[src/rtl/dot_product_pkg.sv]
// Shared constants and FSM encoding for the dot-product feeder.
package dot_product_pkg;

    localparam int ELEM_W        = 4;
    localparam int N_LANE        = 4;
    localparam int RES_W         = 10;
    localparam int LIDX_W        = $clog2(N_LANE);
    localparam int CORE_LAT_COMB = 2;
    localparam int CORE_LAT_PIPE = 4;

    typedef enum logic [1:0] {
        COLLECT = 2'd0,
        WAIT    = 2'd1,
        RESULT  = 2'd2
    } state_e;

endpackage

[src/rtl/dot_product_feeder.sv]
// Serial-to-parallel operand feeder for the 4-lane dot-product core: packs x/y
// pairs into the lanes, waits CORE_LAT edges, and returns the captured result.
module dot_product_feeder
    import dot_product_pkg::*;
#(
    parameter int CORE_LAT = CORE_LAT_COMB,
    parameter int CNT_W    = 16
) (
    input  logic              i_clk,
    input  logic              i_rstn,
    input  logic              i_valid,
    output logic              o_ready,
    input  logic [ELEM_W-1:0] i_x,
    input  logic [ELEM_W-1:0] i_y,
    input  logic              i_last,
    output logic [ELEM_W-1:0] o_a,
    output logic [ELEM_W-1:0] o_b,
    output logic [ELEM_W-1:0] o_c,
    output logic [ELEM_W-1:0] o_d,
    output logic [ELEM_W-1:0] o_e,
    output logic [ELEM_W-1:0] o_f,
    output logic [ELEM_W-1:0] o_g,
    output logic [ELEM_W-1:0] o_h,
    input  logic [RES_W-1:0]  i_dp_out,
    output logic              o_res_valid,
    input  logic              i_res_ready,
    output logic [RES_W-1:0]  o_res,
    output logic              o_busy,
    output logic [CNT_W-1:0]  o_vec_cnt
);

    localparam int WCNT_W = $clog2(CORE_LAT + 1);

    state_e              state_q, state_d;
    logic [LIDX_W-1:0]   idx_q, idx_d;
    logic [WCNT_W-1:0]   wcnt_q, wcnt_d;
    logic [ELEM_W-1:0]   x_q [N_LANE];
    logic [ELEM_W-1:0]   x_d [N_LANE];
    logic [ELEM_W-1:0]   y_q [N_LANE];
    logic [ELEM_W-1:0]   y_d [N_LANE];
    logic [RES_W-1:0]    res_q, res_d;
    logic                res_valid_q, res_valid_d;
    logic [CNT_W-1:0]    vec_cnt_q, vec_cnt_d;
    logic                ready_en_q;
    logic                accept_s;

    // ready_en_q keeps o_ready low until the first edge after reset release
    assign o_ready  = (state_q == COLLECT) && ready_en_q;
    assign o_busy   = (state_q != COLLECT);
    assign accept_s = i_valid && o_ready;

    // Next-state, lane packing, wait counting and result capture
    always_comb begin
        state_d     = state_q;
        idx_d       = idx_q;
        wcnt_d      = wcnt_q;
        x_d         = x_q;
        y_d         = y_q;
        res_d       = res_q;
        res_valid_d = res_valid_q;
        vec_cnt_d   = vec_cnt_q;
        case (state_q)
            COLLECT: begin
                if (accept_s) begin
                    x_d[idx_q] = i_x;
                    y_d[idx_q] = i_y;
                    if ((idx_q == LIDX_W'(N_LANE - 1)) || i_last) begin
                        for (int i = 0; i < N_LANE; i++) begin
                            if (LIDX_W'(i) > idx_q) begin
                                x_d[i] = {ELEM_W{1'b0}};
                                y_d[i] = {ELEM_W{1'b0}};
                            end else begin
                                x_d[i] = x_d[i];
                                y_d[i] = y_d[i];
                            end
                        end
                        idx_d   = {LIDX_W{1'b0}};
                        wcnt_d  = {WCNT_W{1'b0}};
                        state_d = WAIT;
                    end else begin
                        idx_d = idx_q + LIDX_W'(1);
                    end
                end else begin
                    idx_d = idx_q;
                end
            end
            WAIT: begin
                // Lanes have been stable since entry; the core output is valid now
                if (wcnt_q == WCNT_W'(CORE_LAT)) begin
                    res_d       = i_dp_out;
                    res_valid_d = 1'b1;
                    state_d     = RESULT;
                end else begin
                    wcnt_d = wcnt_q + WCNT_W'(1);
                end
            end
            RESULT: begin
                if (i_res_ready) begin
                    res_valid_d = 1'b0;
                    vec_cnt_d   = vec_cnt_q + CNT_W'(1);
                    state_d     = COLLECT;
                end else begin
                    res_valid_d = 1'b1;
                end
            end
            default: begin
                state_d = COLLECT;
            end
        endcase
    end

    // State and datapath registers
    always_ff @(posedge i_clk or negedge i_rstn) begin
        if (!i_rstn) begin
            state_q     <= COLLECT;
            idx_q       <= {LIDX_W{1'b0}};
            wcnt_q      <= {WCNT_W{1'b0}};
            res_q       <= {RES_W{1'b0}};
            res_valid_q <= 1'b0;
            vec_cnt_q   <= {CNT_W{1'b0}};
            ready_en_q  <= 1'b0;
            for (int i = 0; i < N_LANE; i++) begin
                x_q[i] <= {ELEM_W{1'b0}};
                y_q[i] <= {ELEM_W{1'b0}};
            end
        end else begin
            state_q     <= state_d;
            idx_q       <= idx_d;
            wcnt_q      <= wcnt_d;
            res_q       <= res_d;
            res_valid_q <= res_valid_d;
            vec_cnt_q   <= vec_cnt_d;
            ready_en_q  <= 1'b1;
            for (int i = 0; i < N_LANE; i++) begin
                x_q[i] <= x_d[i];
                y_q[i] <= y_d[i];
            end
        end
    end

    assign o_a         = x_q[0];
    assign o_b         = x_q[1];
    assign o_c         = x_q[2];
    assign o_d         = x_q[3];
    assign o_e         = y_q[0];
    assign o_f         = y_q[1];
    assign o_g         = y_q[2];
    assign o_h         = y_q[3];
    assign o_res       = res_q;
    assign o_res_valid = res_valid_q;
    assign o_vec_cnt   = vec_cnt_q;

endmodule

[config.mk]
export PLATFORM = sky130hd
export DESIGN_NAME = dot_product_feeder
export DESIGN_NICKNAME = d
export VERILOG_FILES = /design/src/rtl/dot_product_pkg.sv /design/src/rtl/dot_product_feeder.sv
export SDC_FILE = /design/constraint.sdc
export NUM_CORES = 1
export LEC_CHECK = 0
export BUFFER_PORTS_ARGS = -buffer_cell sky130_fd_sc_hd__buf_4
export CELL_PAD_IN_SITES_DETAIL_PLACEMENT = 1
export CELL_PAD_IN_SITES_GLOBAL_PLACEMENT = 1
export CORE_MARGIN = 2
export CORE_UTILIZATION = 39
export DETAILED_ROUTE_END_ITERATION = 8
export GPL_TIMING_DRIVEN = 0
export HOLD_SLACK_MARGIN = 0.05
export PLACE_DENSITY = 0.81
export SLEW_MARGIN = 40
export SYNTH_ARGS = -nofsm -noshare
export SYNTH_HDL_FRONTEND = slang
export SYNTH_SLANG_ARGS = --single-unit
[constraint.sdc]
create_clock -name i_clk -period 2.1 [get_ports i_clk]
set_clock_uncertainty 0.1 [all_clocks]
set_input_delay 0.525 -clock i_clk [delete_from_list [all_inputs] [get_ports i_clk]]
set_output_delay 0.525 -clock i_clk [all_outputs]
set_load 0.05 [all_outputs]
== After elaboration in Yosys (flattened, before gate mapping) ==
Cells that the tools add are included.

* Add/subtract/negate cells: 3
* Magnitude comparators: 6
* Eq/ne operators: 9
* Multiplexer cells: 27
* Bitwise operators: 1
* Reduce and logical (&&, ||, !) cells: 14

{| class="wikitable"
|+ Operator list
! operator !! count
|-
| 2-to-1 mux 4 bit || 9
|-
| bitwise mux 16 bit || 2
|-
| 2-to-1 mux 16 bit || 2
|-
| adder 16 x 1 -> 16 bit (second input constant) || 1
|-
| 2-to-1 mux 2 bit || 8
|-
| demux 4 bit (select 2 bit) || 1
|-
| inequality test 2 bit (second input constant) || 4
|-
| AND reduction 2 bit || 4
|-
| AND reduction 4 bit || 2
|-
| equality test 2 bit (second input constant) || 3
|-
| one-hot mux 2 bit (3 select lines) || 1
|-
| nonzero test 2 bit || 3
|-
| adder 2 x 1 -> 2 bit (second input constant) || 2
|-
| > comparator 1 x 2 -> 1 bit (first input constant) || 2
|-
| > comparator 2 bit (first input constant) || 2
|-
| one-hot mux 2 bit (2 select lines) || 1
|-
| greater-or-equal comparator 3 bit (second input constant) || 1
|-
| logical AND 1 bit || 3
|-
| < comparator 3 x 1 -> 1 bit (second input constant) || 1
|-
| inverter 2 -> 3 bit || 1
|-
| equality test 2 x 1 -> 1 bit (second input constant) || 1
|-
| zero test 2 bit || 1
|-
| 2-to-1 mux 1 bit || 2
|-
| inequality test 2 x 1 -> 1 bit (second input constant) || 1
|-
| other kinds (2) || 2
|}

* Register bits: 66
* Input bits: 23
* Output and inout port bits: 61
* Word-level logic and storage cells: 75

== Longest topological paths before layout ==
Gate-level depths: netlist of the first run.

* Depth after elaboration: 8
* Gate-level depth with buffers: 6
* Mapped depth without buffers: 5

== Least setup slack after synthesis of the first run ==
Ideal clock, no wire load.

* Path type: register -> output
* From: register state_q[1]
* To: output port o_ready
* Arrival: 1.528 ns
* Data required time: 1.475 ns
* Setup slack: -0.053 ns
* Stages on the path, launching flop included: 3
* Path buffers: 0
* Path through: dfrtp_1 > or2_2 > nor2_1

* Word-level cells in the longest chain between the ends: 2

{| class="wikitable"
|+ Ends and longest elaborated chain
! item !! line !! RTL
|-
| start: declaration || dot_product_feeder.sv:34 || <nowiki>state_e state_q, state_d;</nowiki>
|-
| start signal: assignment || dot_product_feeder.sv:127 || <nowiki>state_q <= state_d;</nowiki>
|-
| zero test 2 bit || dot_product_feeder.sv:48 || <nowiki>assign o_ready = (state_q == COLLECT) && ready_en_q;</nowiki>
|-
| logical AND 1 bit || dot_product_feeder.sv:48 ||
|-
| end: declaration || dot_product_feeder.sv:12 || <nowiki>output logic o_ready,</nowiki>
|}

No other way between the ends.

== Final worst setup path of the first run ==
Same ends and word-level chain as after synthesis.

==> results.json, run 1 <==
{
  "slew_headroom_pct": 57.5,
  "max_freq_mhz": 497,
  "drt_iter0_markers": 47,
  "drtPass1Iterations": 4,
  "drv_cap": 0,
  "syn_to_final_growth_pct": 36.1,
  "ir_drop_mv": 1.06,
  "yosysWarnings": 0,
  "worst_slew_pin_slew_ns": 0.633,
  "power_uw": 6250,
  "grt_max_degree": 67,
  "cts_tree": "done",
  "path_class": "reg2out",
  "synth_area_um2": 2680,
  "cts_root_buf": "clkbuf_8",
  "cts_setup_buffers": 0,
  "post_drt_wl_per_cell_um": 16.4,
  "setup_tns_ns": 0,
  "fp.dieH_um": 86.9,
  "netlist_instances": 211,
  "layout_min_cycle_time_ns": 2.01,
  "hold_class": "in2async",
  "finalCritPeriodShare_pct": 95.9,
  "grt_pass1_vias": 2130,
  "start_util_pct": 39.9,
  "place.gp.congestion": 0.812,
  "drt_wl_total_um": 6400,
  "die_area_um2": 7560,
  "drive_gt1_share_pct": 42.6,
  "ant_nets": 0,
  "numCtsBuffers": 9,
  "endpoint_kind": "primary output",
  "htree_levels": 3,
  "p_per_area_nw_per_um2": 1710,
  "maxSlewViolCount": 0,
  "power_leakage_uw": 0.00184,
  "pin_count": 84,
  "num-nets-final": 335,
  "insertion_delay_ns": 0.33,
  "hold_viol": 0,
  "ys_ff_latch": 66,
  "grt_pass1_wl_um": 10600,
  "dp_hpwl_um": 4690,
  "clockBufferDepth": 2,
  "status": "complete, no violations",
  "num_rows": 30,
  "dieWidth_um": 86.9,
  "r2r_slack_ns": 0.24,
  "antenna_cells": 0,
  "grt_remaining_overflow": 0,
  "setup_viol": 0,
  "hold_buffers": 0,
  "syn-num-nets": 241,
  "core-area_um2": 6720,
  "worst_setup_path_start_kind": "flip-flop",
  "drc": 0,
  "rsz0062_at_grt": "false",
  "cp_max_fo": 7,
  "grt_usage_pct": 18.1,
  "cts_resized": 0,
  "cp.arrival_ns": 1.39,
  "synth_cell_types": 32,
  "grt_antenna_before_repair": 0,
  "avgSynthCellArea_um2": 12.7,
  "clk_pin_slew_worst_paths_ns": 0.08,
  "synth_seq_area_share_pct": 61.6,
  "rr_worst_depth": 5,
  "clock-sinks": 66,
  "io_buffer_count": 83,
  "cp_data_required_time_ns": 1.47,
  "vias_per_cell": 5.06,
  "num_vias": 1975
}
[cell usage in the layout (no fill, tap or decap), types with 5 or more instances in the layout]
master	n
clkbuf_8	11
inv_1	7
nor2_1	5
ha_1	7
o21ai_0	5
xnor2_1	13
nand3_1	18
a21oi_1	8
a22o_1	16
dfrtp_1	66
nand2_1	16
mux2_2	19
buf_4	82
buf_2	6
[cell type report]
class                   count  area [µm²]
fillers                   716        3070
flip-flops and latches     66        1650
multi-input cells         131         976
repair buffers             83         627
clock buffers              11         151
well taps                  80         100
clock inverters             5        85.1
plain buffers               7        33.8
inverters                   7        26.3
[path summary, 6_finish.rpt]
kind,startpoint,to
max,state_q[1],o_ready
min,i_rstn,o_vec_cnt[11]
max reg2reg,idx_q[1],o_g[1]
min reg2reg,o_vec_cnt[11],o_vec_cnt[11]
max in group asynchronous,i_rstn,o_f[0]
min in group i_clk,i_dp_out[8],o_res[8]
[worst max-delay path, cell delays in order, from the launching register on]
cell and delay (ns):
dfrtp_1 0.46, or2_2 0.32, nor2_2 0.08, buf_4 0.19
[metrics by stage]
| step | utilization [%] | setup slack, ns | hold WS [ns] | instances | area, µm² |
|---|---|---|---|---|---|
| 6_report | 54.3 | 0.0861 | 0.0619 | 390 | 3650 |
| 5_1_grt | 54.3 | 0.0267 | 0.109 | 390 | 3650 |
| 4_1_cts | 54.2 | 0.0685 | 0.224 | 390 | 3640 |
| 3_5_place_dp | 50.7 | 0.0880 | 0.382 | 374 | 3410 |
| 3_3_place_gp | 50.7 | 0.158 | 0.362 | 374 | 3410 |
| 2_1_floorplan | - | 0.176 | 0.129 | 211 | 2690 |
[logic make-up after synthesis]
logic type | after synthesis | share of synthesized area (%)
DFF | 66 | 61.6
and+or+nand+nor | 57 | 11.5
AOI/OAI and AO/OA | 32 | 8.44
muxes | 19 | 7.98
xor gates and xnor gates | 15 | 4.90
buffers and inverters | 14 | 2.24
adders and majority gates | 7 | 3.26
other | 1 | 0.140
[Yosys cell counts]
cell | number | share of area (%)
o21ai_0 | 5 | 0.93
or2_2 | 1 | 0.23
clkbuf_1 | 1 | 0.14
and2_1 | 2 | 0.47
ha_1 | 7 | 3.3
nor4_4 | 1 | 0.79
nand2b_1 | 1 | 0.23
nand2_2 | 1 | 0.23
nand4b_1 | 1 | 0.33
xnor2_1 | 13 | 4.2
mux2_2 | 19 | 8.0
nand3_1 | 18 | 3.4
and4_1 | 1 | 0.33
dfrtp_1 | 66 | 62
nor4bb_1 | 1 | 0.37
buf_2 | 6 | 1.1
nand3b_2 | 1 | 0.42
or3b_2 | 1 | 0.33
inv_1 | 7 | 0.98
a21oi_1 | 8 | 1.5
nand4_1 | 1 | 0.23
nand2_1 | 16 | 2.2
a22o_1 | 16 | 5.2
nor2_1 | 7 | 0.98
o21ai_1 | 1 | 0.19
o21ai_2 | 1 | 0.33
conb_1 | 1 | 0.14
and3_1 | 2 | 0.47
nor3_1 | 1 | 0.19
a21o_1 | 1 | 0.28
nand3b_1 | 1 | 0.28
xor2_1 | 2 | 0.65
[report_power, final]
group / total [µW] / internal (µW) / switching (µW)
combinational: 3000 / 963 / 2040
sequential: 2010 / 1710 / 292
clock: 1250 / 740 / 507
total: 6250 / 3420 / 2840
[layer usage]
layer	wire [µm]	global-route usage, %
met1	2780	22.6
met2	3100	29.8
met3	436	6.07
met4	83	5.82
met5	0	0
Note: power is estimated with default switching activity, not from simulation.
==> inputs of run 2 (changes only) <==
SETUP_SLACK_MARGIN = 0.4   (was default)
==> results.json, run 2 (same netlist as run 1, synthesis figures left out) <==
{
  "cp_data_required_time_ns": 1.47,
  "wl_met2_um": 3480,
  "htree_levels": 3,
  "drc": 0,
  "numCtsBuffers": 9,
  "finalCritPeriodShare_pct": 89.2,
  "grt_remaining_overflow": 0,
  "slew_headroom_pct": 60.6,
  "worst_slew_pin_slew_ns": 0.591,
  "final_common_cell": "buf_4",
  "cts_tree": "done",
  "num_rows": 30,
  "route.met3.wl_um": 431,
  "dieWidth_um": 86.9,
  "dp_hpwl_um": 4620,
  "drtPass1Iterations": 4,
  "hold_class": "in2async",
  "path_class": "reg2out",
  "pin_count": 84,
  "antenna_cells": 0,
  "rsz0062_at_grt": "true",
  "drt_iter0_markers": 37,
  "p_per_area_nw_per_um2": 1690,
  "drv_cap": 0,
  "cts_root_buf": "clkbuf_8",
  "status": "complete, no violations",
  "topRoutingLayerUsed": "met4",
  "cp.arrival_ns": 1.25,
  "ant_nets": 0,
  "grt_usage_pct": 18.8,
  "final_cell_mix": "buf_4, dfrtp_1, mux2_2, nand3_1, a22o_1",
  "ir_drop_mv": 1.01,
  "layout_min_cycle_time_ns": 1.87,
  "grt_pass1_vias": 2167,
  "insertion_delay_ns": 0.35,
  "drive_gt1_share_pct": 48.9,
  "endpoint_kind": "primary output",
  "nFillCells": 698,
  "start_util_pct": 39.9,
  "clk_pin_slew_worst_paths_ns": 0.07,
  "grt_max_degree": 67,
  "max_freq_mhz": 534,
  "hold_viol": 0,
  "maxSlewViolCount": 0,
  "clockBufferDepth": 2,
  "vias_per_cell": 5.08,
  "setup_tns_ns": 0,
  "clock-sinks": 66,
  "num-nets-final": 346,
  "power_leakage_uw": 0.00192,
  "post_drt_wl_per_cell_um": 17.1,
  "io_buffer_count": 83,
  "num_vias": 2036,
  "grt_antenna_before_repair": 0,
  "setup_viol": 0,
  "grt_pass1_wl_um": 10900,
  "drt_wl_total_um": 6860,
  "worst_setup_path_start_kind": "flip-flop",
  "core-area_um2": 6720,
  "met1_length_um": 2860,
  "cp_max_fo": 2,
  "fp.dieH_um": 86.9,
  "utilization_pct": 57.5,
  "die_area_um2": 7560,
  "syn_to_final_growth_pct": 43.9,
  "place.gp.congestion": 0.816
}
[run 2: stage by stage]
| step | total power, µW | hold WS, ns | area [µm²] | setup WS (ns) | instances |
|---|---|---|---|---|---|
| floorplan | 4090 | 0.129 | 2700 | 0.323 | 211 |
| global placement | 4980 | 0.362 | 3420 | 0.170 | 374 |
| detailed placement | 5060 | 0.374 | 3420 | 0.162 | 374 |
| CTS | 6500 | 0.207 | 3740 | 0.214 | 395 |
| global route | 6830 | 0.102 | 3860 | 0.198 | 401 |
| finish | 6540 | 0.0620 | 3860 | 0.228 | 401 |
[run 2: worst max-delay path, cell delays in order, from the launching register on]
cell and delay, ns:
dfrtp_2 0.41, or2_4 0.24, nor2_4 0.09, buf_8 0.15
[run 2: worst paths after layout]
check,slack [ns],cells past startpoint,end,start
max,0.23,3,o_ready,state_q[1]
min,0.06,1,o_vec_cnt[11],i_rstn
max reg2reg,0.34,6,flip-flop,state_q[1]
min reg2reg,0.38,1,o_vec_cnt[15],o_vec_cnt[15]
max in group asynchronous,1.40,1,o_vec_cnt[0],i_rstn
min in group i_clk,0.30,2,o_res[4],i_dp_out[4]
[run 2: final cells by class]
cell class,instances,area [µm²],area share [%]
clock inverters,6,114,2.95
repair buffers,94,721,18.7
inverters,7,26.3,0.680
flip-flops and latches,66,1660,43.0
plain buffers,7,55.1,1.43
well taps,80,100,2.59
clock buffers,10,138,3.56
multi-input cells,131,1050,27.1
[run 2: where the power goes]
group          switching (µW)  internal (µW)
registers                 279           1720
clock network             518            823
logic                    2130           1070
total                    2930           3620
[run 2: what timing repair did]
action / 4_1_cts / 5_1_grt
buffers inserted: 5 / 6
resized for setup: 10 / 20
pin swaps: 1 / 4
hold buffers: 0 / 0
endpoints found under the setup margin: 32 / 46
endpoints found under the hold margin: 0 / 0
[run 2: routing by layer]
layer | global-route usage [%] | up-vias
li1 | - | 941
met1 | 22.8 | 1018
met2 | 31.9 | 69
met3 | 4.93 | 8
met4 | 7.24 | 0
met5 | 0 | -
==> inputs of run 3 (changes only) <==
CORE_UTILIZATION = 36   (was 39)
PLACE_DENSITY = 0.79   (was 0.81)
clock period = 1.6 ns   (was 2.1 ns; I/O delays follow)
==> results.json, run 3 (same netlist as run 1, synthesis figures left out) <==
{
  "status": "finished, violations left",
  "failed_checks": "hold timing, setup timing",
  "drc": 0,
  "hold_viol": 66,
  "worst_slew_pin_slew_ns": 0.619,
  "maxSlewViolCount": 0,
  "htree_levels": 3,
  "die_area_um2": 8160,
  "cp_max_fo": 4,
  "utilization_pct": 65.5,
  "layout_min_cycle_time_ns": 1.83,
  "cp.arrival_ns": 1.33,
  "vias_per_cell": 5.09,
  "insertion_delay_ns": 0.36,
  "grt_antenna_before_repair": 0,
  "path_class": "reg2out",
  "fin_cells": 474,
  "hold_buffers": 0,
  "io_buffer_count": 83,
  "rsz0062_at_grt": "true",
  "grt_max_degree": 67,
  "place.gp.congestion": 0.784,
  "grt_pass1_vias": 2416,
  "pin_count": 84,
  "clk_pin_slew_worst_paths_ns": 0.09,
  "antenna_cells": 0,
  "drt_iter0_markers": 87,
  "max_freq_mhz": 545,
  "dieWidth_um": 90.3,
  "clockBufferDepth": 2,
  "setup_viol": 60,
  "post_drt_wl_per_cell_um": 22.7,
  "final_common_cell": "buf_4",
  "ant_nets": 0,
  "grt_usage_pct": 21.5,
  "layout_setup_ws_ns": -0.235,
  "num_rows": 31,
  "fp.dieH_um": 90.3,
  "slew_headroom_pct": 58.7,
  "num-nets-final": 400,
  "worst_setup_path_start_kind": "flip-flop",
  "drv_cap": 0,
  "syn_to_final_growth_pct": 77.1,
  "cts_tree": "done",
  "dp_hpwl_um": 4690,
  "finalCritPeriodShare_pct": 115,
  "endpoint_kind": "primary output",
  "ir_drop_mv": 1.36,
  "start_util_pct": 37.0,
  "clock-sinks": 66,
  "nFillCells": 722,
  "num_vias": 2414,
  "grt_remaining_overflow": 0,
  "pre_cts_ws_ns": -0.177,
  "drive_gt1_share_pct": 64.0,
  "core-area_um2": 7250,
  "numCtsBuffers": 9,
  "grt_pass1_wl_um": 13500,
  "cp_data_required_time_ns": 1.10,
  "drtPass1Iterations": 5,
  "power_leakage_uw": 0.00239,
  "drt_wl_total_um": 10700,
  "setup_tns_ns": -7.68,
  "p_per_area_nw_per_um2": 2040,
  "cts_root_buf": "clkbuf_8",
  "hold_class": "in2async",
  "final_cell_mix": "buf_4, buf_6, dfrtp_1, a22o_1, buf_8",
  "fin_hold_ws_ns": -0.0786,
  "dp.cells": 393
}
[run 3: worst max-delay path, stage by stage (launching register included)]
cell,delay [ns]
dfrtp_2,0.44
or2_4,0.28
nor2_4,0.11
buf_8,0.16
[run 3: repair_timing]
item,CTS,global route
cloned,1,0
resized for setup,85,38
pin swaps,8,14
buffers inserted,34,30
setup endpoints to repair,125,126
hold endpoints to repair,0,66
[run 3: layer usage]
layer / share of wire, % / vias to the layer above / track usage [%]
met5: 0 / - / 0
met4: 2.2 / 0 / 6.15
met3: 5.9 / 23 / 7.51
met2: 54 / 112 / 37.0
met1: 38 / 1221 / 25.4
li1: - / 1058 / -
[run 3: path summary, 6_finish.rpt]
path | start | to | slack, ns | cells after the start
max | state_q[1] | o_ready | -0.23 | 3
min in group i_clk | i_res_ready | state_q[1] | 0.17 | 2
min | i_rstn | o_vec_cnt[15] | -0.08 | 1
min reg2reg | o_g[3] | o_g[3] | 0.43 | 1
max reg2reg | state_q[1] | o_d[2] | -0.22 | 6
max in group asynchronous | i_rstn | state_q[0] | 0.99 | 1
[run 3: stage by stage]
| step | area, µm² | power (µW) |
|---|---|---|
| floorplan | 2850 | 5600 |
| global placement | 3600 | 6800 |
| detailed placement | 3600 | 6890 |
| CTS | 4350 | 8960 |
| global route | 4750 | 10100 |
| finish | 4750 | 9700 |
[run 3: power by group]
group / leakage [µW] / internal, µW / switching (µW) / total (µW)
Sequential: 0.000836 / 2260 / 539 / 2800
Combinational: 0.00147 / 2410 / 3200 / 5610
Clock: 0.0000872 / 600 / 687 / 1290
[run 3: area by class of cell]
| class | count | area [µm²] | area share (%) |
|---|---|---|---|
| clock inverters | 3 | 15.0 | 0.316 |
| flip-flops and latches | 66 | 1670 | 35.1 |
| repair buffers | 148 | 1430 | 30.1 |
| plain buffers | 7 | 83.8 | 1.77 |
| clock buffers | 13 | 149 | 3.13 |
| well taps | 99 | 124 | 2.61 |
| inverters | 7 | 31.3 | 0.659 |
| multi-input cells | 131 | 1250 | 26.3 |
